File: config.mk
export PLATFORM = sky130hd
export DESIGN_NAME = int_ctrl
export DESIGN_NICKNAME = d
export VERILOG_FILES = /design/src/rtl/int_ctrl_pkg.sv /design/src/rtl/int_prio_enc.sv /design/src/rtl/int_ctrl.sv
export SDC_FILE = /design/constraint.sdc
export NUM_CORES = 1
export LEC_CHECK = 0
export BUFFER_PORTS_ARGS = -buffer_cell sky130_fd_sc_hd__clkbuf_2
export CAP_MARGIN = 20
export CORE_UTILIZATION = 35
export DETAILED_ROUTE_END_ITERATION = 10
export GPL_ROUTABILITY_DRIVEN = 0
export GPL_TIMING_DRIVEN = 1
export PLACE_DENSITY = 0.65
export SLEW_MARGIN = 20
export SYNTH_ARGS = -nofsm -noshare
export SYNTH_HDL_FRONTEND = slang
export SYNTH_SLANG_ARGS = --single-unit
File: constraint.sdc
create_clock -name Clk -period 2.2 [get_ports Clk]
set_clock_uncertainty 0.1 [all_clocks]
set_input_delay 0.66 -clock Clk [delete_from_list [all_inputs] [get_ports Clk]]
set_output_delay 0.66 -clock Clk [all_outputs]
set_load 0.02 [all_outputs]
File: src/rtl/int_ctrl_pkg.sv
// Shared types and defaults for the vectored interrupt controller.
package int_ctrl_pkg;

   typedef enum logic [1:0] {
      IDLE    = 2'd0,
      REQ     = 2'd1,
      SERVICE = 2'd2
   } int_state_e;

   localparam logic [31:0] INT_VEC_BASE   = 32'h0000_01F0;
   localparam int          INT_VEC_STRIDE = 4;
   localparam int          INT_NUM_SRC    = 4;

   // Byte address of the vector slot for a given source; wraps silently at 32 bits.
   function automatic logic [31:0] int_vec_addr(input logic [31:0] base,
                                                input logic [31:0] stride,
                                                input logic [31:0] id);
      return base + id * stride;
   endfunction

endpackage

File: src/rtl/int_prio_enc.sv
// Combinational fixed-priority encoder: the lowest set index wins.
module int_prio_enc #(
   parameter int NUM_SRC = 4,
   parameter int ID_W    = (NUM_SRC > 1) ? $clog2(NUM_SRC) : 1
) (
   input  logic [NUM_SRC-1:0] eligible,
   output logic               valid,
   output logic [ID_W-1:0]    id
);

   always_comb begin
      valid = |eligible;
      id    = '0;
      // Scan downward so the last assignment is the lowest index.
      for (int i = NUM_SRC - 1; i >= 0; i--) begin
         if (eligible[i]) id = ID_W'(i);
      end
   end

endmodule

File: src/rtl/int_ctrl.sv
// Vectored, non-nesting interrupt controller with edge-latched pending events.
// Optional `INT_CTRL_SYNC_EN adds a two-flop synchronizer on irq_in.
module int_ctrl
   import int_ctrl_pkg::*;
#(
   parameter int          NUM_SRC    = INT_NUM_SRC,
   parameter logic [31:0] VEC_BASE   = INT_VEC_BASE,
   parameter int          VEC_STRIDE = INT_VEC_STRIDE,
   parameter int          ID_W       = (NUM_SRC > 1) ? $clog2(NUM_SRC) : 1
) (
   input  logic               Clk,
   input  logic               Rst,
   input  logic [NUM_SRC-1:0] irq_in,
   input  logic               int_en,
   input  logic               int_ack,
   input  logic               int_done,
   input  logic               mask_we,
   input  logic [NUM_SRC-1:0] mask_wd,
   output logic               int_req,
   output logic [31:0]        vec_addr,
   output logic [ID_W-1:0]    int_id,
   output logic [NUM_SRC-1:0] pending,
   output logic               in_service
);

   int_state_e         state, state_nxt;
   logic [NUM_SRC-1:0] irq_src;
   logic [NUM_SRC-1:0] irq_d;
   logic [NUM_SRC-1:0] rise;
   logic [NUM_SRC-1:0] mask;
   logic [NUM_SRC-1:0] clr;
   logic [NUM_SRC-1:0] pending_nxt;
   logic               win_vld;
   logic [ID_W-1:0]    win_id;
   logic               int_req_nxt;
   logic [31:0]        vec_addr_nxt;
   logic [ID_W-1:0]    int_id_nxt;
   logic               in_service_nxt;

`ifdef INT_CTRL_SYNC_EN
   logic [NUM_SRC-1:0] irq_s1, irq_s2;

   always_ff @(posedge Clk or negedge Rst) begin
      if (!Rst) begin
         irq_s1 <= '0;
         irq_s2 <= '0;
      end else begin
         irq_s1 <= irq_in;
         irq_s2 <= irq_s1;
      end
   end

   assign irq_src = irq_s2;
`else
   assign irq_src = irq_in;
`endif

   assign rise = irq_src & ~irq_d;

   int_prio_enc #(
      .NUM_SRC (NUM_SRC),
      .ID_W    (ID_W)
   ) u_prio (
      .eligible (pending & mask),
      .valid    (win_vld),
      .id       (win_id)
   );

   always_comb begin
      state_nxt      = state;
      int_req_nxt    = int_req;
      vec_addr_nxt   = vec_addr;
      int_id_nxt     = int_id;
      in_service_nxt = in_service;
      clr            = '0;
      case (state)
         IDLE: begin
            if (int_en && win_vld) begin
               int_id_nxt   = win_id;
               vec_addr_nxt = int_vec_addr(VEC_BASE, 32'(VEC_STRIDE), 32'(win_id));
               int_req_nxt  = 1'b1;
               state_nxt    = REQ;
            end
         end
         REQ: begin
            // Acknowledge beats a simultaneous enable drop.
            if (int_ack) begin
               clr[int_id]    = 1'b1;
               int_req_nxt    = 1'b0;
               in_service_nxt = 1'b1;
               state_nxt      = SERVICE;
            end else if (!int_en) begin
               int_req_nxt = 1'b0;
               state_nxt   = IDLE;
            end
         end
         SERVICE: begin
            if (int_done) begin
               in_service_nxt = 1'b0;
               state_nxt      = IDLE;
            end
         end
         default: begin
            int_req_nxt    = 1'b0;
            in_service_nxt = 1'b0;
            state_nxt      = IDLE;
         end
      endcase
      // A new edge on the bit being cleared wins.
      pending_nxt = (pending & ~clr) | rise;
   end

   always_ff @(posedge Clk or negedge Rst) begin
      if (!Rst) begin
         state      <= IDLE;
         irq_d      <= '0;
         mask       <= '1;
         pending    <= '0;
         int_req    <= 1'b0;
         vec_addr   <= '0;
         int_id     <= '0;
         in_service <= 1'b0;
      end else begin
         state      <= state_nxt;
         irq_d      <= irq_src;
         pending    <= pending_nxt;
         int_req    <= int_req_nxt;
         vec_addr   <= vec_addr_nxt;
         int_id     <= int_id_nxt;
         in_service <= in_service_nxt;
         if (mask_we) mask <= mask_wd;
      end
   end

endmodule

* After elaboration in Yosys (flattened, before gate mapping)
Index checks and enable logic that the tools add are counted.
Storage, ports and cells: bits in registers 50, bits of input ports 14, output and inout bits 40, logic and storage cells 53
Operators by class: eq/ne operators 6, add/subtract/negate cells 1, reduce and logical (&&, ||, !) cells 8, mux-type cells 20, order comparisons 2, bitwise gates (word level) 8
Operator list (number):
- $mux 2 | 8
- $and 4x4->4 | 3
- $add 9x4->10 const A | 1
- $reduce_and 3->1 | 3
- $mux 4 | 2
- $not 4->4 | 2
- $mux 1 | 6
- $ne 2x2->1 const B | 3
- $pmux 1 s3 | 2
- $pmux 2 s3 | 1
- $or 4x4->4 | 1
- $reduce_or 4->1 | 1
- $lt 2x3->1 const B | 1
- $ne 3x3->1 const B | 1
- $demux 1 s2 | 1
- $eq 2x1->1 const B | 1
- $eq 2x2->1 const B | 1
- $ge 2x1->1 const B | 1
- $logic_and 1x1->1 | 2
- $logic_not 2->1 | 1
- $not 1->1 | 2
- $reduce_and 2->1 | 1

* Logic depth before layout (Yosys ltp)
Gate-level depths: netlist of run 1.
word-level depth 9, mapped depth 4, depth with buffers taken out 3

* By module
Synthesis of run 1 repeated with hierarchy kept, for this count alone.
Second synthesis, totals: cells, all modules 100, area total of the unflattened synthesis 1071.0 µm²
By module, submodules not included:
- int_ctrl | cells an instance 93, instances 1, seq. area each 480.5 µm², area each 1036.0 µm²
- int_prio_enc | cells an instance 7, instances 1, seq. area each 0.0 µm², area each 35.0 µm²

* Worst setup path after synthesis of run 1
OpenSTA, ideal clock, no wires.
path kind reg2reg, start point reg pending[1], end point reg state[0], setup time 122 ps, path buffers 0, period minus slack after synthesis 1472 ps, cell stages (with the launch flop) 4, arrival 1250 ps, path slack 728 ps, data required time 1978 ps, path through dfrtp_1 a22o_1 a221o_1 o2111a_1
On the way: cells in the longest elaborated chain, start to end 5
RTL lines:
- start, declared | line int_ctrl.sv:22 | output logic [NUM_SRC-1:0] pending,
- start signal, assigned | line int_ctrl.sv:126 | pending <= pending_nxt;
- $and 4x4->4 | line int_ctrl.sv:64 | .eligible (pending & mask),
- $reduce_or 4->1 | line int_prio_enc.sv:12 | valid = |eligible;
- $logic_and 1x1->1 | line int_ctrl.sv:78 | if (int_en && win_vld) begin
- $ne 2x2->1 (no source line)
- $reduce_and 3->1 (no source line)
- end signal, assigned | line int_ctrl.sv:124 | state <= state_nxt;
- end, declared | line int_ctrl.sv:26 | int_state_e state, state_nxt;
Every way passes these cells. A chain may end at the register's enable or synchronous reset.

==> results of run 1 <==
power by group through the flow:
stage | Sequential [W] | Clock (W) | Combinational [W]
after floorplan | 0.000549 | 0 | 0.000230
final | 0.000502 | 0.000169 | 0.000330
after global routing | 0.000518 | 0.000193 | 0.000360
after global placement | 0.000507 | 0 | 0.000329
after CTS | 0.000503 | 0.000178 | 0.000334
after detailed placement | 0.000510 | 0 | 0.000333
layout by cell type, fill, tap and decap left out, types with 2 or more instances in the layout:
cell type  netlist  final
a21oi_1          3      3
a22o_1           2      2
clkbuf_2         0     28
clkbuf_4         0      3
conb_1           1     25
dfrtp_1         15     15
dfstp_2          4      4
inv_1            6      6
mux2_2           4      4
nand2_1          4      4
o21ai_0          9      9
o41ai_1          2      2
sequential cells by signal, summed over array words and instances (netlist names):
name / count
in_service: 1
int_id: 1
state: 2
int_req: 1
pending: 4
mask: 4
irq_d: 4
vec_addr: 2
worst max path at each step:
stage               slack [ns]     endpoint   startpoint
floorplan                 0.73     state[0]   pending[1]
global placement          0.64  vec_addr[3]       int_en
detailed placement        0.60  vec_addr[3]       int_en
CTS                       0.49    int_id[0]    int_id[0]
global route              0.44  vec_addr[2]    int_id[0]
finish                    0.51    int_id[1]  vec_addr[3]
kinds of logic after synthesis:
family                 Yosys count
AO/OA/AOI/OAI                   22
buffers and inverters           38
flip-flops                      19
multiplexers                     5
other                            1
AND/OR/NAND/NOR                  8
area by class of cell:
cell class,count,area share [%]
Sequential cell,19,45.6
Clock buffer,4,2.49
Tap cell,30,3.56
Inverter,6,2.14
Timing Repair Buffer,28,13.3
Multi-Input combinational cell,60,32.9
stage by stage:
| step | std cells | hold WS (ns) | power, W | setup WS (ns) |
|---|---|---|---|---|
| after floorplan | 117 | 0.264 | 0.000779 | 0.728 |
| after global placement | 143 | 0.302 | 0.000836 | 0.636 |
| after detailed placement | 143 | 0.315 | 0.000843 | 0.600 |
| after CTS | 147 | 0.208 | 0.00102 | 0.487 |
| after global routing | 147 | 0.223 | 0.00107 | 0.437 |
| final | 147 | 0.202 | 0.00100 | 0.509 |
per-layer routing:
| metal | global-route usage (%) | routed length, um | up-vias |
|---|---|---|---|
| met5 | 0 | 0 | - |
| met4 | 5.36 | 7 | 0 |
| met3 | 1.64 | 89 | 2 |
| met2 | 16.0 | 720 | 40 |
| met1 | 13.6 | 636 | 304 |
| li1 | - | - | 310 |
==> impl_metrics.env, run 1 <==
export IMPL_end_kind="primary output"
export IMPL_synthesis_area_um2=996
export IMPL_initial_core_util_pct=38.5
export IMPL_critPathBufInv=1
export IMPL_postPlaceCellArea_um2=1030
export IMPL_timing_max_cap_violations=0
export IMPL_antenna_found_initial=0
export IMPL_reg2reg_slack_ns=0.73
export IMPL_outcome="finished clean"
export IMPL_first_pass_iters=4
export IMPL_totalWireLength_um=1450
export IMPL_htreeDepth=1
export IMPL_switchingPower_w=0.000390
export IMPL_r2r_start="pending[1]"
export IMPL_synth_mux_area_share_pct=5.53
export IMPL_fmax_mhz=591
export IMPL_required_ns=1.44
export IMPL_yosysMostFrequentCell="buf_4"
export IMPL_slew_viol_final=0
export IMPL_cts_setup_buffers=0
export IMPL_p_seq_share_pct=50.1
export IMPL_portBuffers=28
export IMPL_arrival_ns=0.93
export IMPL_dp_hpwl_um=1180
export IMPL_diodes=0
export IMPL_final_setup_viol_count=0
export IMPL_wl_per_cell_um=9.89
export IMPL_yosysSeqAreaShare_pct=48.2
export IMPL_fp_row_count=18
export IMPL_power_frac_clock_pct=16.9
export IMPL_ant_nets=0
export IMPL_cts_made_buffers=3
export IMPL_synth_edf_count=0
export IMPL_yosysWarnings=0
export IMPL_path_depth=1
export IMPL_hold_buffers=0
export IMPL_overflow=0
export IMPL_grt_pass1_vias=577
export IMPL_cts_tree="built"
export IMPL_synth_simple_area_share_pct=4.65
export IMPL_drive_gt1_share_pct=35.0
export IMPL_p_sw_share_pct=39.0
export IMPL_die_h_um=55.3
export IMPL_synth_largest_area_cell="dfrtp_1"
export IMPL_vias_per_cell=4.46
export IMPL_fin_util_pct=40.7
export IMPL_synth_distinct_cells=23
export IMPL_drc=0
export IMPL_reg2reg_to="int_req"
export IMPL_power_density_nw_per_um2=950
export IMPL_synth_top_cell_area_share_pct=37.7
export IMPL_r2r_cells=3
export IMPL_pin_count=54
export IMPL_syn_area_per_cell_um2=10.7
export IMPL_grt_pass1_wl_um=2500
export IMPL_synth_compound_area_share_pct=15.2
export IMPL_ff_latch_area_um2=480
export IMPL_cts_root_buf="clkbuf_4"
export IMPL_ys_flop_type="dfrtp_1"
export IMPL_synth_adder_area_share_pct=0
export IMPL_synthTopCellsByCount="buf_4 (31), dfrtp_1 (15), o21ai_0 (9)"
export IMPL_clk_latency_ns=0.29
export IMPL_syn_instance_count=93
export IMPL_finalHoldViolCount=0
export IMPL_combPwrFrac_pct=33.0
export IMPL_synth_xor_area_share_pct=0
export IMPL_area_growth_syn_to_layout_pct=5.78
export IMPL_numClockSinks=19
export IMPL_vias=656
export IMPL_cts_buffer_depth=2
export IMPL_die_w_um=55.3
export IMPL_path_cells="clkbuf_2"
export IMPL_leakage_nw=0.523
export IMPL_grtUsageTotal_pct=10.3
export IMPL_start_kind="flop"
export IMPL_rsz0062_at_grt="false"
export IMPL_critPathSlowestCell="dfrtp_1"
export IMPL_coreArea_um2=2590
export IMPL_final_min_clock_period_ns=1.69
export IMPL_post_route_period_util_pct=76.9
export IMPL_clk_pin_slew_worst_paths_ns=0.10
export IMPL_final_area_um2=1050
export IMPL_vdd_drop_max_mv=0.444
export IMPL_cts_resized=0
export IMPL_drt_iter0_markers=5
export IMPL_final_fill_count=272
export IMPL_fin_nets=132
export IMPL_tns_ns=0
export IMPL_grt_max_degree=20
export IMPL_holdCritPathClass="in -> async"
export IMPL_critPathTopFamily="flip-flops"
export IMPL_multi_input_area_um2=347
export IMPL_synthArstFlopShare_pct=100
export IMPL_yosys_top_cells_area="dfrtp_1 (38%), buf_4 (23%), dfstp_2 (11%)"
export IMPL_synth_top_family_by_area="buffers and inverters"
export IMPL_synth_seq_cells=19
export IMPL_path_max_fanout=6
export IMPL_die_area_um2=3060
export IMPL_path_class="reg -> out"
export IMPL_internal_power_w=0.000611
export IMPL_slowest_delay_ns=0.44
Note: power is estimated with default switching activity, not from simulation.
==> inputs of run 2 (changes only) <==
- clock period: 2.2 -> 1.7 ns (I/O delays scaled with it)
==> impl_metrics.env, run 2 (synthesis gave the netlist of run 1 again) <==
export IMPL_power_frac_clock_pct=17.2
export IMPL_critPathSlowestCell="dfrtp_1"
export IMPL_diodes=0
export IMPL_leakage_nw=0.526
export IMPL_path_class="reg -> out"
export IMPL_vdd_drop_max_mv=0.653
export IMPL_arrival_ns=0.96
export IMPL_grtUsageMet3_pct=2.11
export IMPL_layout_commonest_cell="clkbuf_2"
export IMPL_cts_root_buf="clkbuf_4"
export IMPL_first_pass_iters=4
export IMPL_place_inst=143
export IMPL_critPathBufInv=1
export IMPL_fin_ws_ns=0.135
export IMPL_cts_setup_buffers=0
export IMPL_htreeDepth=1
export IMPL_reg2reg_slack_ns=0.21
export IMPL_finalHoldViolCount=0
export IMPL_r2r_cells=3
export IMPL_p_seq_share_pct=49.9
export IMPL_overflow=0
export IMPL_pre_cts_ws_ns=0.222
export IMPL_tns_ns=0
export IMPL_cts_made_buffers=3
export IMPL_grt_max_degree=20
export IMPL_grtUsageTotal_pct=10.2
export IMPL_die_area_um2=3060
export IMPL_drive_gt1_share_pct=35.9
export IMPL_switchingPower_w=0.000518
export IMPL_portBuffers=28
export IMPL_grt_pass1_wl_um=2480
export IMPL_final_setup_viol_count=0
export IMPL_final_min_clock_period_ns=1.57
export IMPL_hold_buffers=0
export IMPL_reg_top3="irq_d: 4 flops, mask: 4 flops, pending: 4 flops"
export IMPL_die_h_um=55.3
export IMPL_layout_common_cells="clkbuf_2 (28), conb_1 (25), dfrtp_1 (15)"
export IMPL_post_route_period_util_pct=92.1
export IMPL_drc=0
export IMPL_initial_core_util_pct=38.5
export IMPL_cts_buffer_depth=2
export IMPL_rsz0062_at_grt="false"
export IMPL_path_cells="clkbuf_2"
export IMPL_pin_count=54
export IMPL_end_kind="primary output"
export IMPL_outcome="finished clean"
export IMPL_fp_row_count=18
export IMPL_cts_resized=0
export IMPL_vias_per_cell=4.55
export IMPL_power_density_nw_per_um2=1240
export IMPL_slew_viol_final=0
export IMPL_antenna_found_initial=0
export IMPL_numClockSinks=19
export IMPL_p_sw_share_pct=39.7
export IMPL_postPlaceCellArea_um2=1030
export IMPL_busiest_layer="met2"
export IMPL_die_w_um=55.3
export IMPL_reg2reg_to="int_req"
export IMPL_final_area_um2=1050
export IMPL_dp_hpwl_um=1220
export IMPL_grt_met1_usage_pct=13.0
export IMPL_internal_power_w=0.000786
export IMPL_grt_pass1_vias=565
export IMPL_vias=669
export IMPL_path_max_fanout=6
export IMPL_cts_tree="built"
export IMPL_holdCritPathClass="in -> async"
export IMPL_totalWireLength_um=1530
export IMPL_start_kind="flop"
export IMPL_wl_per_cell_um=10.4
export IMPL_fin_cells=147
export IMPL_timing_max_cap_violations=0
export IMPL_critPathTopFamily="flip-flops"
export IMPL_clk_pin_slew_worst_paths_ns=0.11
export IMPL_clk_latency_ns=0.29
export IMPL_drt_iter0_markers=11
export IMPL_combPwrFrac_pct=32.9
export IMPL_required_ns=1.09
export IMPL_fin_nets=132
export IMPL_met2_usage_pct=16.2
export IMPL_slowest_delay_ns=0.46
export IMPL_ant_nets=0
export IMPL_r2r_start="pending[1]"
export IMPL_area_growth_syn_to_layout_pct=5.90
export IMPL_coreArea_um2=2590
export IMPL_fmax_mhz=639
export IMPL_fin_util_pct=40.7
run 2: cell types whose count changed in the layout (fill, tap and decap cells not counted):
cell      delta
clkinv_2     +1
clkbuf_1     -1
run 2: area by class of cell:
class,instances,area (um^2)
clock buffer,3,22.5
clock inverter,1,5.00
fill,257,1540
inverter,6,22.5
multi-input combinational,60,347
sequential,19,480
tap,30,37.5
timing repair buffer,28,140
run 2: power by group through the flow:
stage	Combinational (W)	Clock, W	Sequential (W)
2_1_floorplan	0.000297	0	0.000711
3_3_place_gp	0.000430	0	0.000654
3_5_place_dp	0.000435	0	0.000659
4_1_cts	0.000437	0.000234	0.000651
5_1_grt	0.000471	0.000251	0.000667
6_report	0.000429	0.000224	0.000651
run 2: how the worst max path moves through the flow:
stage | startpoint | end | slack (ns) | depth (start not counted)
floorplan | pending[1] | state[0] | 0.23 | 3
global placement | int_en | vec_addr[3] | 0.28 | 4
detailed placement | int_en | vec_addr[3] | 0.22 | 4
CTS | vec_addr[3] | vec_addr[3] | 0.12 | 1
global route | vec_addr[3] | int_id[1] | 0.08 | 1
finish | vec_addr[3] | vec_addr[3] | 0.13 | 1
run 2: per-stage QoR:
stage | total power [W] | hold slack [ns]
floorplan | 0.00101 | 0.114
global placement | 0.00108 | 0.301
finish | 0.00130 | 0.0528
detailed placement | 0.00109 | 0.312
global route | 0.00139 | 0.0665
CTS | 0.00132 | 0.0478
run 2: layer usage:
layer / share of wire (%) / vias to the layer above / wire [um]
met3: 7.2 / 2 / 110
met1: 44 / 321 / 678
li1: - / 309 / -
met2: 48 / 37 / 734
met5: 0 / - / 0
met4: 0.26 / 0 / 4
==> inputs of run 3 (changes only) <==
- BUFFER_PORTS_ARGS: -buffer_cell sky130_fd_sc_hd__clkbuf_2 -> default
- DONT_BUFFER_PORTS: default -> 1
- HOLD_SLACK_MARGIN: default -> 0.05
- PLACE_DENSITY: 0.65 -> default
==> impl_metrics.env, run 3 (synthesis gave the netlist of run 1 again) <==
export IMPL_end_kind="primary output"
export IMPL_drive_gt1_share_pct=20.0
export IMPL_grt_pass1_wl_um=2680
export IMPL_postPlaceCellArea_um2=937
export IMPL_r2r_cells=3
export IMPL_diodes=0
export IMPL_wl_per_cell_um=13.1
export IMPL_grt_max_degree=20
export IMPL_die_area_um2=3060
export IMPL_relSlewSlack_pct=42.7
export IMPL_die_w_um=55.3
export IMPL_pin_count=54
export IMPL_portBuffers=0
export IMPL_antenna_found_initial=0
export IMPL_timing_max_cap_violations=0
export IMPL_power_density_nw_per_um2=1300
export IMPL_area_growth_syn_to_layout_pct=-2.14
export IMPL_dp_hpwl_um=1280
export IMPL_hold_ws_ns=0.126
export IMPL_finalHoldViolCount=0
export IMPL_fin_nets=110
export IMPL_path_cells="buf_4"
export IMPL_path_class="reg -> out"
export IMPL_cts_root_buf="clkbuf_4"
export IMPL_die_h_um=55.3
export IMPL_numClockSinks=19
export IMPL_path_max_fanout=4
export IMPL_coreArea_um2=2590
export IMPL_reg2reg_slack_ns=0.29
export IMPL_leakage_nw=0.446
export IMPL_reg2reg_to="int_req"
export IMPL_path_depth=1
export IMPL_htreeDepth=1
export IMPL_outcome="finished clean"
export IMPL_grtUsageTotal_pct=11.1
export IMPL_slew_viol_final=0
export IMPL_vdd_drop_max_mv=0.673
export IMPL_cts_buffer_depth=2
export IMPL_cts_made_buffers=3
export IMPL_rsz0062_at_grt="false"
export IMPL_worst_hold_path_num_cells=0
export IMPL_critPathTopFamily="flip-flops"
export IMPL_drt_iter0_markers=4
export IMPL_cts_setup_buffers=0
export IMPL_fp_row_count=18
export IMPL_holdCritPathClass="in -> reg"
export IMPL_final_setup_viol_count=0
export IMPL_final_area_um2=975
export IMPL_min_to="irq_d[0]"
export IMPL_first_pass_iters=4
export IMPL_final_min_clock_period_ns=1.64
export IMPL_drc=0
export IMPL_hold_buffers=1
export IMPL_start_kind="flop"
export IMPL_r2r_start="pending[1]"
export IMPL_initial_core_util_pct=38.5
export IMPL_critPathSlowestCell="dfrtp_1"
export IMPL_reg_top3="irq_d: 4 flops, mask: 4 flops, pending: 4 flops"
export IMPL_critPathBufInv=1
export IMPL_grt_pass1_vias=575
export IMPL_cts_tree="built"
export IMPL_layout_common_cells="conb_1 (25), dfrtp_1 (15), o21ai_0 (9)"
export IMPL_required_ns=1.09
export IMPL_clk_latency_ns=0.30
export IMPL_vias=597
export IMPL_worst_slew_pin_slew_ns=0.857
export IMPL_arrival_ns=1.03
export IMPL_ant_nets=0
export IMPL_fmax_mhz=611
export IMPL_totalWireLength_um=1630
export IMPL_layout_commonest_cell="conb_1"
export IMPL_post_route_period_util_pct=96.2
export IMPL_clk_pin_slew_worst_paths_ns=0.11
export IMPL_overflow=0
export IMPL_tns_ns=0
export IMPL_worstHoldStart="irq_in[0]"
export IMPL_cts_resized=0
export IMPL_vias_per_cell=4.78
export IMPL_slowest_delay_ns=0.51
run 3: changes by cell type in the layout (fill, tap and decap cells not counted):
cell / change
buf_12: +1
buf_4: +4
clkbuf_2: -28
dlygate4sd3_1: +1
run 3: cell type report:
cell class	instances	area, um^2
timing repair buffer	6	60.1
multi-input combinational	60	347
tap	30	37.5
clock buffer	3	22.5
sequential	19	480
clock inverter	1	5.00
fill	269	1620
inverter	6	22.5
run 3: worst max-delay path by stage:
stage                             end         from
after floorplan              state[0]   pending[1]
after global placement    vec_addr[3]       int_en
after detailed placement     state[0]   pending[1]
after CTS                 vec_addr[3]  vec_addr[3]
after global routing      vec_addr[3]  vec_addr[3]
final                     vec_addr[3]  vec_addr[3]
run 3: power by group:
part | internal [W] | total, W | switching (W)
registers | 0.000545 | 0.000722 | 0.000177
logic | 0.000120 | 0.000313 | 0.000193
clock network | 0.0000875 | 0.000229 | 0.000142
total | 0.000753 | 0.00126 | 0.000512
run 3: metal layers:
| metal | vias up | track usage [%] | wire length [um] |
|---|---|---|---|
| li1 | 266 | - | - |
| met3 | 2 | 3.04 | 156 |
| met5 | - | 0 | 0 |
| met2 | 39 | 20.1 | 844 |
| met1 | 290 | 11.9 | 625 |
| met4 | 0 | 4.64 | 6 |
run 3: per-stage QoR:
step                util, %  power [W]  cells  setup WS (ns)
floorplan                 -    0.00101    117          0.228
finish                 37.6    0.00126    125         0.0638
CTS                    37.6    0.00128    125         0.0407
detailed placement     36.2    0.00104    120          0.297
global placement       36.2    0.00103    120          0.338
global route           37.6    0.00134    125         0.0213
